$ cat src/rtl/decoder_pkg.sv
// Shared types and constants for the registered one-hot decoder.
package decoder_pkg;

  typedef enum logic [1:0] {
    IDLE   = 2'd0,
    DIRECT = 2'd1,
    SCAN   = 2'd2
  } state_e;

  localparam logic MODE_DIRECT = 1'b0;
  localparam logic MODE_SCAN   = 1'b1;

  localparam int MAX_OUT_W = 256;

  // Full-width idle pattern; callers slice the low out_w bits.
  function automatic logic [MAX_OUT_W-1:0] idle_word(input int out_w, input logic active_low);
    logic [MAX_OUT_W-1:0] w;
    w = '0;
    for (int i = 0; i < MAX_OUT_W; i++) begin
      if (i < out_w) w[i] = active_low;
    end
    return w;
  endfunction

endpackage

$ cat src/rtl/onehot_dec.sv
// Pure combinational binary-to-one-hot decoder, bit 0 is the LSB.
module onehot_dec #(
  parameter int SEL_W = 3
) (
  input  logic [SEL_W-1:0]      sel,
  output logic [(2**SEL_W)-1:0] dec
);

  always_comb begin
    dec      = '0;
    dec[sel] = 1'b1;
  end

endmodule

$ cat src/rtl/decoder_seq.sv
// Registered one-hot decoder with a handshake-driven DIRECT mode and a
// step-driven SCAN mode; outputs park at the idle word when not valid.
//
//   state  | meaning
//   IDLE   | disabled, outputs at idle word, index 0
//   DIRECT | index loaded from data_in on each valid/ready transfer
//   SCAN   | index walks 0..OUT_W-1 on step, wrap pulses after rollover
module decoder_seq
  import decoder_pkg::*;
#(
  parameter int   SEL_W      = 3,
  parameter bit   ACTIVE_LOW = 1'b0,
  localparam int  OUT_W      = 2**SEL_W
) (
  input  logic             clk,
  input  logic             rst_n,
  input  logic             en,
  input  logic             mode,
  input  logic             in_valid,
  output logic             in_ready,
  input  logic [SEL_W-1:0] data_in,
  input  logic             step,
  output logic [OUT_W-1:0] data_out,
  output logic             out_valid,
  output logic [SEL_W-1:0] index,
  output logic             wrap
);

  localparam logic [1:0] ST_IDLE   = IDLE;
  localparam logic [1:0] ST_DIRECT = DIRECT;
  localparam logic [1:0] ST_SCAN   = SCAN;

  localparam logic [MAX_OUT_W-1:0] IDLE_FULL = idle_word(OUT_W, ACTIVE_LOW);
  localparam logic [OUT_W-1:0]     IDLE_WORD = IDLE_FULL[OUT_W-1:0];
  localparam logic [SEL_W-1:0]     LAST_IDX  = {SEL_W{1'b1}};

  logic [1:0]       state, state_nxt;
  logic [SEL_W-1:0] index_nxt;
  logic             valid_nxt;
  logic             wrap_nxt;
  logic [OUT_W-1:0] dec;
  logic [OUT_W-1:0] data_nxt;

  assign in_ready = en && (mode == MODE_DIRECT);

  // A mode change always takes priority; the strobe of that cycle is dropped.
  always_comb begin
    state_nxt = state;
    index_nxt = index;
    valid_nxt = out_valid;
    wrap_nxt  = 1'b0;
    if (!en) begin
      state_nxt = ST_IDLE;
      index_nxt = '0;
      valid_nxt = 1'b0;
    end else begin
      case (state)
        ST_IDLE, ST_DIRECT: begin
          if (mode == MODE_SCAN) begin
            state_nxt = ST_SCAN;
            index_nxt = '0;
            valid_nxt = 1'b1;
          end else if (state == ST_IDLE) begin
            state_nxt = ST_DIRECT;
            index_nxt = '0;
            valid_nxt = 1'b0;
          end else if (in_valid) begin
            index_nxt = data_in;
            valid_nxt = 1'b1;
          end
        end
        ST_SCAN: begin
          if (mode == MODE_DIRECT) begin
            state_nxt = ST_DIRECT;
            index_nxt = '0;
            valid_nxt = 1'b0;
          end else if (step) begin
            index_nxt = index + 1'b1;
            wrap_nxt  = (index == LAST_IDX);
          end
        end
        default: begin
          state_nxt = ST_IDLE;
          index_nxt = '0;
          valid_nxt = 1'b0;
        end
      endcase
    end
  end

  onehot_dec #(.SEL_W(SEL_W)) u_dec (
    .sel (index_nxt),
    .dec (dec)
  );

  assign data_nxt = valid_nxt ? (dec ^ {OUT_W{ACTIVE_LOW}}) : IDLE_WORD;

  always_ff @(posedge clk or negedge rst_n) begin
    if (!rst_n) begin
      state     <= ST_IDLE;
      index     <= '0;
      out_valid <= 1'b0;
      wrap      <= 1'b0;
      data_out  <= IDLE_WORD;
    end else begin
      state     <= state_nxt;
      index     <= index_nxt;
      out_valid <= valid_nxt;
      wrap      <= wrap_nxt;
      data_out  <= data_nxt;
    end
  end

endmodule

$ cat config.mk
export PLATFORM = sky130hd
export DESIGN_NAME = decoder_seq
export DESIGN_NICKNAME = d
export VERILOG_FILES = /design/src/rtl/decoder_pkg.sv /design/src/rtl/onehot_dec.sv /design/src/rtl/decoder_seq.sv
export SDC_FILE = /design/constraint.sdc
export NUM_CORES = 1
export LEC_CHECK = 0
export CAP_MARGIN = 5
export CORE_UTILIZATION = 30
export CTS_BUF_LIST = sky130_fd_sc_hd__clkbuf_8
export DETAILED_ROUTE_END_ITERATION = 6
export GPL_ROUTABILITY_DRIVEN = 0
export PLACE_DENSITY = 0.54
export SLEW_MARGIN = 15
export SYNTH_ARGS = -nofsm -noshare
export SYNTH_HDL_FRONTEND = slang
export SYNTH_SLANG_ARGS = --single-unit
$ cat constraint.sdc
create_clock -name clk -period 3.8 [get_ports clk]
set_clock_uncertainty 0.05 [all_clocks]
set_input_delay 0.76 -clock clk [delete_from_list [all_inputs] [get_ports clk]]
set_output_delay 0.76 -clock clk [all_outputs]
set_load 0.02 [all_outputs]
Word level (Yosys, flattened, before mapping)
Index checks and enable logic that the tools add are counted.
{"block": "word_totals", "ff_bits": 15, "input_bits": 9, "elab_cells": 44}
{"block": "op_classes", "addsub": 1, "magnitude_cmp": 2, "reduce_logical": 5, "eq_ne": 5, "bitwise": 1, "mux": 25}
{"op": "3-bit two-way mux", "n": 6}
{"op": "1-bit two-way mux", "n": 10}
{"op": "2-bit two-way mux", "n": 4}
{"op": "8-bit two-way mux", "n": 1}
{"op": "3-bit one-hot mux with 2 select lines", "n": 1}
{"op": "3-bit by 4-bit < comparator with 1-bit output (second input constant)", "n": 1}
{"op": "4-bit != test (second input constant)", "n": 1}
{"op": "2-bit one-hot mux with 2 select lines", "n": 1}
{"op": "3-bit by 1-bit adder with 3-bit output (second input constant)", "n": 1}
{"op": "1-bit demux with 3-bit select", "n": 1}
{"op": "3-bit equality test (second input constant)", "n": 1}
{"op": "3-bit by 1-bit >= comparator with 1-bit output (second input constant)", "n": 1}
{"op": "3-bit != test (second input constant)", "n": 1}
{"op": "2-bit by 1-bit equality test with 1-bit output (second input constant)", "n": 1}
{"op": "2-bit equality test (second input constant)", "n": 1}
{"op": "1-bit logical AND", "n": 2}
{"op": "2-bit logical NOT", "n": 1}
{"op": "1-bit one-hot mux with 2 select lines", "n": 1}
{"op": "2-bit AND reduction", "n": 1}
{"op": "2-bit OR reduction", "n": 1}
{"op": "1-bit inverter", "n": 1}

Depth between registers and ports, before layout
Gate-level depths: netlist of the first run.
{"block": "depth", "depth_word": 10, "ltp_mapped": 6, "mapped_depth_nobuf": 6}

Cells and area by module
From an unflattened synthesis of the first run, not the netlist that was laid out.
{"block": "hier_totals", "cells_unflattened": 58, "area_unflattened_um2": 714.4}
{"module": "decoder_seq", "area_each_um2": 649.4, "n_inst": 1, "seq_area_each_um2": 375.4, "cells_per_inst": 50}
{"module": "onehot_dec", "area_each_um2": 65.1, "n_inst": 1, "seq_area_each_um2": 0.0, "cells_per_inst": 8}

Worst setup path before layout of the first run
OpenSTA, ideal clock, no wires.
{"block": "synth_path", "path_kind": "input port to output port", "startpoint": "in en", "endpoint": "out in_ready", "slack_ps": 1882, "required_ps": 2990, "arrival_time_ps": 1108, "cell_stages": 2, "path_buffers": 0, "path_cell_list": "inv_1 > nor2_1"}
{"block": "synth_via", "elab_chain_cells": 1}
{"element": "start: declaration", "line": "decoder_seq.sv:17", "rtl": "input logic en,"}
{"element": "1-bit logical AND", "line": "decoder_seq.sv:44", "rtl": "assign in_ready = en && (mode == MODE_DIRECT);"}
{"element": "end: declaration", "line": "decoder_seq.sv:20", "rtl": "output logic in_ready,"}
Every way passes these cells.

Worst setup path after layout of the first run
Ends and elaborated chain as after synthesis.

==> results of run 1 <==
==> worst max-delay path: cells and delay by family <==
kind	cells	cell delay, ns
and+or+nand+nor	1	0.09
buffers and inverters	3	1.21
==> logic make-up (layout without fill, tap and decap cells) <==
logic type      after synthesis  in the layout  share of synthesized area
mux                           5              5                     0.0746
xor+xnor                      1              1                     0.0131
compound gates                6              6                     0.0858
simple gates                 23             23                      0.207
flops                        15             15                      0.560
buf+inv                       4             30                     0.0224
fa+ha+maj                     2              2                     0.0373
==> state kept, by name (all words and copies together), names as in the netlist <==
name       cells
wrap           1
index          3
out_valid      1
data_out       8
state          2
==> layer usage <==
layer,part of all wire,global-route usage,routed length [microns],vias to the layer above
met2,0.45,0.194,575,14
met1,0.48,0.166,611,240
met4,0,0.0441,0,0
met3,0.076,0.0280,98,0
met5,0,0,0,-
li1,-,-,-,248
==> cell usage in the layout, fill, tap and decap left out, types with 2 or more instances in the layout <==
master,n
dfrtp_1,15
mux2i_1,5
o22ai_1,2
ha_1,2
and3b_1,2
clkdlybuf4s50_1,22
nor3_1,2
nand2_1,5
inv_1,4
nor3b_1,4
nor2_1,5
clkbuf_8,3
==> cells in the mapped netlist <==
cell type / instances
ha_1: 2
o22ai_1: 2
mux2i_1: 5
o21ai_0: 1
nor2_1: 5
a221oi_4: 1
dfrtp_1: 15
nor3b_1: 4
nand3_1: 1
a21oi_1: 1
nand3b_1: 1
nand2b_4: 1
nand2b_1: 1
or3b_4: 1
nor3_1: 2
inv_1: 4
nand2_1: 5
xnor2_1: 1
o22a_1: 1
and3b_1: 2
==> cell type report <==
class                      count  share of cell area
multi-input combinational     37               0.289
clock inverter                 1             0.00515
clock buffer                   3              0.0425
timing repair buffer          22               0.227
inverter                       4              0.0155
sequential                    15               0.387
tap                           27              0.0348
==> report_power, final <==
part / switching, mW / leakage, nW / internal [mW]
combinational: 0.0191 / 0.226 / 0.0198
sequential: 0.00292 / 0.205 / 0.163
clock: 0.0509 / 0.0255 / 0.0723
total: 0.0730 / 0.457 / 0.255
==> per-stage QoR <==
step	hold WS, ns	util	cell area [sq um]	instances
floorplan	0.414	-	671	56
global placement	0.548	0.457	925	105
detailed placement	0.554	0.457	925	105
CTS	0.561	0.480	971	109
global route	0.617	0.480	971	109
finish	0.558	0.480	971	109
==> worst min-delay path by stage <==
| stage | startpoint | cells after the start | end | slack, ns |
|---|---|---|---|---|
| 3_5_place_dp | state[1] | 1 | out_valid | 0.55 |
| 5_1_grt | state[1] | 1 | out_valid | 0.62 |
| 6_report | state[1] | 1 | out_valid | 0.56 |
| 4_1_cts | state[1] | 1 | out_valid | 0.56 |
| 2_1_floorplan | rst_n | 0 | data_out[0] | 0.41 |
| 3_3_place_gp | state[1] | 1 | out_valid | 0.55 |
==> results.toml, run 1 <==
[die]
die_h_microns = 49.3
std_cell_rows = 16
core_area_sq_um = 2020
die_x_microns = 49.3
start_util = 0.332
dieArea_sq_um = 2430
io-pin-count = 23

[critical_path]
crit_slowest_cell = "clkdlybuf4s50_1"
endpoint = "in_ready"
r2r_setup_slack_ns = 2.11
startpoint = "en"
start_kind = "primary input"
crit_required_ns = 2.99
crit_arrival_ns = 2.06
critPathMaxFanout = 3
end_kind = "primary output"
path_cells = "clkdlybuf4s50_1, inv_1, nor2_1, clkdlybuf4s50_1"
r2r_end = "data_out[5]"
criticalPathCategory = "primary input to primary output"
r2r_cells = 6
cp_slowest_stage_delay_ns = 0.61
reg2reg_from = "index[0]"
crit_path_frequent_cell = "clkdlybuf4s50_1"

[finish]
drive_above_1_share = 0.0854
insertedDiodeCount = 0
layout.nets = 94
multi_input_area_sq_um = 280
num-fill-cells = 190
seq_area_sq_um = 375
area_growth_pct = 44.8

[place]
hpwlAfterDp_microns = 1020
io_buffers = 22
dp_slack_ns = 0.916

[pwr]
peakVddDrop_uv = 195
total_power_mw = 0.328
power_per_cell_area_nw_per_um2 = 338
p_leak_nw = 0.457

[timing]
finalCritPeriodShare = 0.756
layout_min_cycle_time_ns = 2.87
drv_slew = 0
setup_slack_ns = 0.929
worst_pin_slew_ns = 0.632
setup_tns_ns = 0
max_freq_mhz = 348
rsz0062_at_grt = "false"
setup_viol = 0
finalHoldViolations = 0
slew_headroom = 0.578

[flow_run]
maxCapViolCount = 0

[clock_tree]
cts_sinks = 15
cts_hold_buf = 0
path_clk_slew_ns = 0.06
clock_path_buffers = 2
cts_tree = "yes"
ctsRootBufferMaster = "clkbuf_8"
cts_setup_buffers = 0
htree_levels = 1
cts.repair.resized = 0
clk_latency_ns = 0.24
numCtsBuffers = 3

[synth]
synth_cells = 56
ys_warn_count = 0
synthDominantCellAreaShare = 0.560
ys_ff_latch = 15
yosys-top-cells-area = "dfrtp_1 56%, mux2i_1 7.5%, nor3b_1 4.5%, a221oi_4 3.9%, ha_1 3.7%"
yosysTopAreaCell = "dfrtp_1"
netlist-cell-type-count = 20
syn-num-nets = 67
synth_area_per_cell_sq_um = 12.0
post_synth_instance_area_sq_um = 671
ys_seq_area_frac = 0.560

[detailed_routing]
drtIter0Drc = 3
drcViolationCount = 0
via_count = 502
wl_per_cell_microns = 11.8
via_per_inst = 4.61
routed_wl_microns = 1290
ant_nets = 0
drt-pass1-iter-count = 3

[run_status]
status = "finished clean"

[grt]
grtUsageTotal = 0.124
antenna_found_initial = 0
grt_pass1_wl_microns = 2320
grt_max_degree = 16
grt_pass1_vias = 518
grt_overflow = 0

[min_path]
hold_path_class = "flip-flop to flip-flop"
(Power assumes the default switching activity.)
==> inputs of run 2 (changes only) <==
- clock period: 3.8 -> 2.8 ns (I/O delays scaled with it)
==> results.toml, run 2 (synthesis results as in run 1) <==
[clock_tree]
htree_levels = 1
clock_path_buffers = 2
cts_tree = "yes"
clk_latency_ns = 0.24
cts.repair.resized = 0
ctsRootBufferMaster = "clkbuf_8"
cts_hold_buf = 0
numCtsBuffers = 3
cts_sinks = 15
path_clk_slew_ns = 0.06
cts_setup_buffers = 0

[finish]
final_cell_mix = "22 x clkdlybuf4s50_1, 15 x dfrtp_1, 5 x mux2i_1, 5 x nand2_1, 5 x nor2_1"
final_cell_area_sq_um = 971
insertedDiodeCount = 0
utilization = 0.480
largest_reg_flops = 8
drive_above_1_share = 0.0854
layout.nets = 94
reg.largest.list = "data_out: 8 flops, index: 3 flops, state: 2 flops"
layout_commonest_cell = "clkdlybuf4s50_1"
max_flop_register = "data_out"
area_growth_pct = 44.8

[critical_path]
crit_arrival_ns = 1.87
start_kind = "primary input"
criticalPathCategory = "primary input to primary output"
crit_slowest_cell = "clkdlybuf4s50_1"
path_cells = "clkdlybuf4s50_1, inv_1, nor2_1, clkdlybuf4s50_1"
critPathMaxFanout = 3
crit_path_frequent_cell = "clkdlybuf4s50_1"
end_kind = "primary output"
cp_slowest_stage_delay_ns = 0.60
crit_required_ns = 2.19
cp_num_buf_inv = 3
crit_family = "buffers and inverters"

[detailed_routing]
drtIter0Drc = 1
via_count = 488
met2_length_microns = 567
drt-pass1-iter-count = 3
routed-wl-met3_microns = 94
met1Wirelength_microns = 609
via_per_inst = 4.48
routed_wl_microns = 1270
drcViolationCount = 0
wl_per_cell_microns = 11.7
ant_nets = 0
dr.max_layer_used = "met3"

[die]
die_h_microns = 49.3
dieArea_sq_um = 2430
die_x_microns = 49.3
start_util = 0.332
io-pin-count = 23
core_area_sq_um = 2020
std_cell_rows = 16

[timing]
finalCritPeriodShare = 0.885
setup_tns_ns = 0
slew_headroom = 0.579
worst_pin_slew_ns = 0.630
rsz0062_at_grt = "false"
max_freq_mhz = 403
drv_slew = 0
setup_viol = 0
layout_min_cycle_time_ns = 2.48
finalHoldWorstSlack_ns = 0.549
finalHoldViolations = 0

[grt]
grt_pass1_wl_microns = 2310
grt_max_degree = 16
antenna_found_initial = 0
grt_overflow = 0
grtUsageTotal = 0.124
grt_pass1_vias = 526

[run_status]
status = "finished clean"

[place]
hpwlAfterDp_microns = 994
dpl_cell_area_sq_um = 925
io_buffers = 22

[pwr]
p_leak_nw = 0.457
peakVddDrop_uv = 241
power_per_cell_area_nw_per_um2 = 460

[flow_run]
maxCapViolCount = 0

[min_path]
hold_path_class = "flip-flop to flip-flop"
-- run 2: through the flow --
| step | total power, mW | std cells | setup WS, ns |
|---|---|---|---|
| floorplan | 0.253 | 56 | 1.14 |
| global placement | 0.283 | 105 | 0.310 |
| detailed placement | 0.283 | 105 | 0.299 |
| CTS | 0.456 | 109 | 0.295 |
| global route | 0.469 | 109 | 0.266 |
| finish | 0.447 | 109 | 0.321 |
-- run 2: power breakdown --
part,internal (mW),switching [mW]
clock network,0.0982,0.0706
registers,0.221,0.00389
logic,0.0268,0.0259
total,0.346,0.100
-- run 2: layer usage --
layer	track usage	vias to the layer above
li1	-	247
met1	0.162	227
met2	0.196	14
met3	0.0312	0
met4	0.0441	0
met5	0	-
-- run 2: final timing paths --
path,start,to,slack [ns],cells past startpoint
setup / recovery,en,in_ready,0.32,4
hold / removal,state[1],out_valid,0.55,1
setup reg to reg,index[0],data_out[5],1.13,6
hold reg to reg,state[1],out_valid,0.55,1
max in group asynchronous,rst_n,index[2],1.64,1
min in group asynchronous,rst_n,state[0],0.66,1
-- run 2: final cells by class --
cell class | instances | area, sq um
clock buffer | 3 | 41.3
tap | 27 | 33.8
fill | 199 | 1050
clock inverter | 1 | 5.00
inverter | 4 | 15.0
multi-input combinational | 37 | 280
timing repair buffer | 22 | 220
sequential | 15 | 375
==> inputs of run 3 (changes only) <==
- CELL_PAD_IN_SITES_DETAIL_PLACEMENT: unset -> 0
- CELL_PAD_IN_SITES_GLOBAL_PLACEMENT: unset -> 2
- CORE_UTILIZATION: 30 -> 28
- PLACE_DENSITY: 0.54 -> 0.81
==> results.toml, run 3 (synthesis results as in run 1) <==
[finish]
layout_commonest_cell = "clkdlybuf4s50_1"
insertedDiodeCount = 0
drive_above_1_share = 0.0732
max_flop_register = "data_out"
final_cell_mix = "22 x clkdlybuf4s50_1, 15 x dfrtp_1"
layout.nets = 94
area_growth_pct = 44.8
reg.largest.list = "data_out: 8 flops, index: 3 flops, state: 2 flops"
largest_reg_flops = 8

[grt]
grt_pass1_vias = 520
grt_pass1_wl_microns = 2310
grtUsageTotal = 0.121
antenna_found_initial = 0
grt_max_degree = 16
grt_overflow = 0

[detailed_routing]
routed_wl_microns = 1360
via_per_inst = 4.59
dr.max_layer_used = "met4"
drcViolationCount = 0
wl_per_cell_microns = 12.3
via_count = 505
routed-wl-met3_microns = 91
met1Wirelength_microns = 645
drt-pass1-iter-count = 2
ant_nets = 0
met2_length_microns = 605
drtIter0Drc = 3

[die]
die_x_microns = 50.9
dieArea_sq_um = 2590
core_area_sq_um = 2230
start_util = 0.300
io-pin-count = 23
std_cell_rows = 17
die_h_microns = 50.9

[critical_path]
crit_required_ns = 2.19
startpoint = "en"
endpoint = "in_ready"
r2r_setup_slack_ns = 1.10
cp_num_buf_inv = 3
crit_path_frequent_cell = "clkdlybuf4s50_1"
end_kind = "primary output"
r2r_cells = 6
criticalPathCategory = "primary input to primary output"
critPathMaxFanout = 3
path_cells = "clkdlybuf4s50_1, inv_1, nor2_1, clkdlybuf4s50_1"
crit_slowest_cell = "clkdlybuf4s50_1"
start_kind = "primary input"
cp_num_cells = 4
r2r_end = "data_out[1]"
crit_family = "buffers and inverters"
cp_slowest_stage_delay_ns = 0.60
reg2reg_from = "index[0]"
crit_arrival_ns = 1.87

[timing]
setup_tns_ns = 0
drv_slew = 0
finalCritPeriodShare = 0.885
slew_headroom = 0.586
finalHoldViolations = 0
setup_viol = 0
max_freq_mhz = 404
rsz0062_at_grt = "false"
layout_min_cycle_time_ns = 2.48
worst_pin_slew_ns = 0.620

[clock_tree]
path_clk_slew_ns = 0.05
clock_path_buffers = 2
cts_sinks = 15
htree_levels = 1
cts.repair.resized = 0
cts_hold_buf = 0
numCtsBuffers = 3
clk_latency_ns = 0.24
cts_tree = "yes"
ctsRootBufferMaster = "clkbuf_8"
cts_setup_buffers = 0

[pwr]
peakVddDrop_uv = 225
total_power_mw = 0.439
power_per_cell_area_nw_per_um2 = 452
p_leak_nw = 0.459

[run_status]
status = "finished clean"

[min_path]
hold_path_class = "flip-flop to flip-flop"

[place]
io_buffers = 22
hpwlAfterDp_microns = 1060

[flow_run]
maxCapViolCount = 0
-- run 3: stage by stage --
step,hold WS (ns),cells,setup slack (ns),utilization,area (sq um)
finish,0.573,110,0.323,0.435,971
global route,0.615,110,0.263,0.435,971
CTS,0.566,110,0.314,0.435,971
detailed placement,0.558,106,0.321,0.415,926
global placement,0.556,106,0.350,0.415,926
floorplan,0.214,56,1.14,-,671
-- run 3: cell type report --
type	instances	area [sq um]
clock inverters	1	3.75
repair buffers	22	220
clock buffers	3	41.3
inverters	4	15.0
flip-flops and latches	15	375
well taps	28	35.0
multi-input cells	37	280
fillers	221	1260
-- run 3: worst min-delay path by stage --
| stage | cells after the start | startpoint | to |
|---|---|---|---|
| final | 1 | state[1] | out_valid |
| after global routing | 1 | state[1] | out_valid |
| after CTS | 1 | state[1] | out_valid |
| after detailed placement | 1 | state[1] | out_valid |
| after global placement | 1 | state[1] | out_valid |
| after floorplan | 0 | rst_n | data_out[0] |
-- run 3: power by group --
part / switching, mW / internal, mW
clock network: 0.0642 / 0.0966
registers: 0.00411 / 0.221
logic: 0.0260 / 0.0268
-- run 3: layer usage --
layer / vias to the layer above / global-route usage
met5: - / 0
met4: 0 / 0.0694
met3: 2 / 0.0268
met2: 15 / 0.186
met1: 243 / 0.155
li1: 245 / -
-- run 3: worst reg2reg max path, delay by kind of cell (launching register included) --
kind / cells / cell delay, ns
adders and majority gates: 2 / 0.49
and+or+nand+nor: 2 / 0.43
DFF: 1 / 0.41
AOI/OAI and AO/OA: 1 / 0.16
muxes: 1 / 0.06
